[src/rtl/frec_selector.sv]
// Operator front end for the frequency divider: debounces the up/down buttons and
// steps through the eight supported frequency codes, with matching BCD digits.
module frec_selector #(
   parameter int unsigned DEB_CYCLES = 1000000,
   parameter int unsigned DEB_W      = 20
) (
   input  logic       clk,
   input  logic       reset,
   input  logic       btn_up,
   input  logic       btn_down,
   output logic [7:0] frecnum,
   output logic [2:0] sel_idx,
   output logic       freq_chg,
   output logic [3:0] bcd_h,
   output logic [3:0] bcd_t,
   output logic [3:0] bcd_u
);

   localparam logic [DEB_W-1:0] DEB_LAST = DEB_W'(DEB_CYCLES - 1);

   // bit 0 = up button, bit 1 = down button
   logic [1:0]       s1;
   logic [1:0]       s2;
   logic [1:0]       db;
   logic [1:0]       db_d;
   logic [DEB_W-1:0] cnt [2];
   logic [1:0]       press;
   logic             step;
   logic [2:0]       next_idx;
   logic [19:0]      next_entry;

   function automatic logic [19:0] lut(input logic [2:0] idx);
      logic [19:0] e;
      case (idx)
         3'd0:    e = {8'd30,  4'd0, 4'd3, 4'd0};
         3'd1:    e = {8'd50,  4'd0, 4'd5, 4'd0};
         3'd2:    e = {8'd75,  4'd0, 4'd7, 4'd5};
         3'd3:    e = {8'd100, 4'd1, 4'd0, 4'd0};
         3'd4:    e = {8'd125, 4'd1, 4'd2, 4'd5};
         3'd5:    e = {8'd150, 4'd1, 4'd5, 4'd0};
         3'd6:    e = {8'd175, 4'd1, 4'd7, 4'd5};
         default: e = {8'd200, 4'd2, 4'd0, 4'd0};
      endcase
      return e;
   endfunction

   always_ff @(posedge clk or negedge reset) begin
      if (!reset) begin
         s1     <= '0;
         s2     <= '0;
         db     <= '0;
         db_d   <= '0;
         cnt[0] <= '0;
         cnt[1] <= '0;
      end else begin
         s1   <= {btn_down, btn_up};
         s2   <= s1;
         db_d <= db;
         for (int i = 0; i < 2; i++) begin
            if (s2[i] == db[i]) begin
               cnt[i] <= '0;
            end else if (cnt[i] == DEB_LAST) begin
               db[i]  <= s2[i];
               cnt[i] <= '0;
            end else begin
               cnt[i] <= cnt[i] + DEB_W'(1);
            end
         end
      end
   end

   assign press = db & ~db_d;

   // simultaneous presses cancel; saturate at both ends of the table
   always_comb begin
      step     = 1'b0;
      next_idx = sel_idx;
      if (press == 2'b01 && sel_idx != 3'd7) begin
         step     = 1'b1;
         next_idx = sel_idx + 3'd1;
      end else if (press == 2'b10 && sel_idx != 3'd0) begin
         step     = 1'b1;
         next_idx = sel_idx - 3'd1;
      end
   end

   assign next_entry = lut(next_idx);

   always_ff @(posedge clk or negedge reset) begin
      if (!reset) begin
         sel_idx  <= 3'd0;
         frecnum  <= 8'd30;
         bcd_h    <= 4'd0;
         bcd_t    <= 4'd3;
         bcd_u    <= 4'd0;
         freq_chg <= 1'b0;
      end else begin
         freq_chg <= step;
         if (step) begin
            sel_idx <= next_idx;
            {frecnum, bcd_h, bcd_t, bcd_u} <= next_entry;
         end
      end
   end

endmodule

[config.mk]
export PLATFORM = sky130hd
export DESIGN_NAME = frec_selector
export DESIGN_NICKNAME = d
export VERILOG_FILES = /design/src/rtl/frec_selector.sv
export SDC_FILE = /design/constraint.sdc
export NUM_CORES = 1
export LEC_CHECK = 0
export CORE_MARGIN = 5
export CORE_UTILIZATION = 50
export CTS_BUF_LIST = sky130_fd_sc_hd__clkbuf_4 sky130_fd_sc_hd__clkbuf_8
export CTS_CLUSTER_DIAMETER = 40
export CTS_CLUSTER_SIZE = 16
export DETAILED_ROUTE_END_ITERATION = 8
export GPL_TIMING_DRIVEN = 0
export PLACE_DENSITY = 0.73
export SLEW_MARGIN = 10
export SYNTH_ARGS = -nofsm -noshare
export SYNTH_HDL_FRONTEND = slang
export SYNTH_SLANG_ARGS = --single-unit
[constraint.sdc]
create_clock -name clk -period 2.8 [get_ports clk]
set_input_delay 0.28 -clock clk [delete_from_list [all_inputs] [get_ports clk]]
set_output_delay 0.28 -clock clk [all_outputs]
set_load 0.1 [all_outputs]
Word level (Yosys, flattened, before mapping) --
Cells that the tools add are included.
Word-level totals: flip-flop bits (word level) 72, input port bits 4, output and inout port bits 24, word-level logic and storage cells 49
Cells by class: add/subtract/negate cells 4, equality and inequality tests 13, mux-type cells 9, bitwise operators 4, reductions and logical operators 6
Operator list (count):
- 20-bit one-hot mux with 7 select lines | 1
- 20-bit two-way mux | 4
- 20-bit by 1-bit adder with 20-bit output, second input constant | 2
- 20-bit equality test, second input constant | 2
- 3-bit equality test, second input constant | 3
- 3-bit by 2-bit equality test with 1-bit output, second input constant | 2
- 3-bit two-way mux | 2
- 2-bit AND reduction | 2
- 3-bit by 1-bit adder with 3-bit output, second input constant | 1
- 3-bit by 1-bit equality test with 1-bit output, second input constant | 1
- 3-bit zero test | 1
- 3-bit inequality test, second input constant | 1
- 3-bit nonzero test | 1
- 3-bit by 1-bit subtractor with 3-bit output, second input constant | 1
- 2-bit bitwise AND | 1
- 1-bit equality test | 2
- 2-bit by 1-bit equality test with 1-bit output, second input constant | 1
- 2-bit equality test, second input constant | 1
- 1-bit logical AND | 2
- 1-bit two-way mux | 2
- 1-bit inverter | 2
- 2-bit inverter | 1

Longest topological paths before layout --
depth after elaboration 8, depth in mapped cells 12, depth with buffers taken out 11

Least setup slack after synthesis --
Ideal clock, no wire load.
kind register -> register, start register sel_idx[0], end register frecnum[3], setup time 0.061 ns, data arrival time 3.321 ns, required time 2.739 ns, setup slack -0.581 ns, stages on the path, launching flop included 12, path buffers 1, clock period less this slack 3.381 ns, cell sequence dfrtp_1 -> ha_1 -> ha_1 -> nor3_4 -> nor2_4 -> buf_2 -> xnor2_1 -> inv_1 -> ha_1 -> or2_2 -> a2111oi_2 -> a211o_1
On the way: word-level cells in the longest chain between the ends 6, elaborated cells on any way between the ends 18, those cells by class add/sub (2); eq/ne (7); mux (5); reduce/logical (4)
RTL lines:
- start: declaration | RTL line 12 | output logic [2:0] sel_idx,
- start signal: assignment | RTL line 100 | sel_idx <= next_idx;
- parallel branches: the longest is 3 deep, another holds 3-bit by 1-bit subtractor with 3-bit output
- 3-bit two-way mux * | RTL line 78 | if (press == 2'b01 && sel_idx != 3'd7) begin
- via next_idx[0] | RTL line 29 | logic [2:0] next_idx;
- 3-bit equality test (tied with other cells) | RTL line 34 | case (idx)
- 20-bit one-hot mux with 7 select lines * | RTL line 34
- end signal: assignment | RTL line 101 | {frecnum, bcd_h, bcd_t, bcd_u} <= next_entry;
- end: declaration | RTL line 11 | output logic [7:0] frecnum,
Mark *: on every way through the listed nets, which the timed path passes. A chain may end at the register's enable or synchronous reset.

Final worst setup path --
start register sel_idx[0], end register frecnum[6]
Same word-level chain as after synthesis.

==> impl_metrics.toml <==
[yosys]
syn_area_sq_mm = 0.00318
yosysMostFrequentCell = "dfrtp_1"
yosys_warnings = 0
ys_seq_elements = 64
async_flop_share_pct = 100
synth.area.top_cells = "dfrtp_1 46%, nor2_1 6.7%, xor2_1 6.1%, xnor2_1 5.0%, dfstp_2 4.1%"
synth_cell_type_count = 48
synth_top_area_cell = "dfrtp_1"
ys_seq_area_share_pct = 50.5
syn_area_per_cell_sq_um = 10.4
yosys-top-cells-count = "59 x dfrtp_1, 57 x nor2_1, 22 x xor2_1"
syn-instance-count = 305
synth_top_area_share_pct = 46.4
synth-edff-count = 0
ys.flop_type = "dfrtp_1"

[sta]
period_needed_ps = 2670
setup_viol = 0
setup_tns_ps = 0
whs_ps = 25.1
finalCritPeriodShare_pct = 95.3
skew_ps = 7.01
finalHoldViolCount = 0
fmax_mhz = 375
tightest_slew_ps = 982
slew_headroom_pct = 34.3
final_max_slew_viol_count = 0

[worst_setup_path]
startpoint_type = "flop"
arrival_ps = 2900
cp_slowest_stage_delay_ps = 540
cp_max_fo = 10
path_delay_family = "simple AND/OR/NAND/NOR gates"
critPathSlowestCell = "dfrtp_4"
crit_type = "flop to flop"
crit_path_cell_trace = "inv_1, ha_1, nand2b_1, and3_4, nor2_4, buf_6, xnor2_4, inv_1, ha_1, clkbuf_4, or2_2, a311oi_2"
cp.required_ps = 3030
cp-end-kind = "flop"
critPathBufInv = 4

[power]
p_per_area_mw_per_mm2 = 474
max-vdd-ir-drop_v = 0.000279
leakagePower_nw = 1.69

[placement]
dp_cells = 408
dpl.hpwl_um = 3780
placed_area_sq_mm = 0.00357
routabilityCongestion = 0.808
portBuffers = 22

[clock_tree]
clockBufferDepth = 2
numClockSinks = 64
insertion_delay_ps = 330
cts_tree = "done"
cts_htree_levels = 3
path_clk_slew_ps = 70
clock-root-buffer = "clkbuf_8"
numCtsBuffers = 9

[detailed_routing]
drt_wl_total_um = 5410
drt_iter0_drc = 80
wl_per_cell_um = 12.6
dr.pass1.iters = 4
postRouteAntennaNets = 0
dr_total_vias = 2159
drc = 0
via_per_inst = 5.04

[floorplan]
start_util_pct = 50.7
core.rowCount = 29
dieHeight_um = 89.8
die_w_um = 89.8
die-area_sq_mm = 0.00806
fp.coreArea_sq_mm = 0.00628
num_io_pins = 28

[final_layout]
top_register = "cnt"
largest_register_ffs = 40
fillers = 518
regArea_sq_mm = 0.00162
area_growth_pct = 20.6
stdcell_area_sq_mm = 0.00384
n_antenna_cell = 0
finish.utilization_pct = 61.2
reg.largest.list = "cnt x40, frecnum x8, sel_idx x3"
drive_above_1_share_pct = 20.8
instances_no_fill = 428
multi_input_area_sq_mm = 0.00152
final_nets = 360

[grt]
track_usage_pct = 14.3
grt_max_degree = 65
grt_pass1_vias = 2063
antenna_found_initial = 0
grt_pass1_wl_um = 9600
overflow = 0

[run]
max-cap-violations = 0

[min_path]
min_path_type = "input port to asynchronous set/reset pin"

[outcome]
status = "finished, final reports clean"
==> power breakdown <==
group	internal, W	switching [W]	total [W]
registers	0.000934	0.00000859	0.000943
logic	0.0000209	0.0000638	0.0000847
clock network	0.000444	0.000348	0.000791
total	0.00140	0.000420	0.00182
==> per-layer routing <==
layer	GRT usage (%)	up-vias	wire, um
li1	-	1098	-
met1	18.8	1018	2580
met2	21.8	35	2520
met3	4.26	8	238
met4	5.92	0	80
met5	0	-	0
==> cells by family after synthesis <==
group | Yosys count | synth area share (%)
xor gates and xnor gates | 40 | 11.0
and+or+nand+nor | 143 | 23.9
other | 1 | 0.118
adders and majority gates | 10 | 3.93
muxes | 3 | 1.06
AOI/OAI and AO/OA | 19 | 4.79
buffers and inverters | 25 | 4.68
DFF | 64 | 50.5
==> area by class of cell <==
class,count,area share [%]
plain buffers,15,3.16
flip-flops and latches,64,42.1
clock buffers,11,3.78
repair buffers,26,6.45
inverters,10,0.977
well taps,77,2.51
clock inverters,5,1.47
multi-input cells,220,39.6
==> cells in the final DEF, fill, tap and decap left out, types with 5 or more instances in the layout <==
cell type,count
nand4_1,6
conb_1,5
inv_1,8
ha_1,7
nor3_1,6
a21oi_1,6
xor2_1,22
xnor2_1,17
dfstp_2,5
nand3_1,16
buf_4,15
clkdlybuf4s50_1,21
and3_1,9
nor4_1,5
clkbuf_8,10
nor2_1,57
dfrtp_1,56
nand2_1,19
==> timing repair <==
| action | 4_1_cts | 5_1_grt |
|---|---|---|
| setup endpoints to repair | 4 | 6 |
| hold buffers | 0 | 0 |
| resized for setup | 0 | 7 |
| pin swaps | 1 | 4 |
| setup buffers | 1 | 3 |
==> worst paths after layout <==
path	startpoint	endpoint	slack (ps)	cells after the start
setup / recovery	sel_idx[0]$_DFFE_PN0P_	frecnum[6]$_DFFE_PN0P_	130	12
hold / removal	reset	cnt[9]$_DFF_PN0_	30	1
setup reg to reg	sel_idx[0]$_DFFE_PN0P_	frecnum[6]$_DFFE_PN0P_	130	12
hold reg to reg	s1[0]$_DFF_PN0_	s2[0]$_DFF_PN0_	350	0
max in group asynchronous	reset	sel_idx[1]$_DFFE_PN0P_	2190	1
min in group clk	s1[0]$_DFF_PN0_	s2[0]$_DFF_PN0_	350	0
==> per-stage QoR <==
step | power [W] | setup WS, ps
finish | 0.00182 | 132
global route | 0.00190 | -1.06
CTS | 0.00185 | 7.08
detailed placement | 0.00105 | -73.8
global placement | 0.00105 | -1020
floorplan | 0.00102 | 4.56
Power figures use the tool's default switching activity.
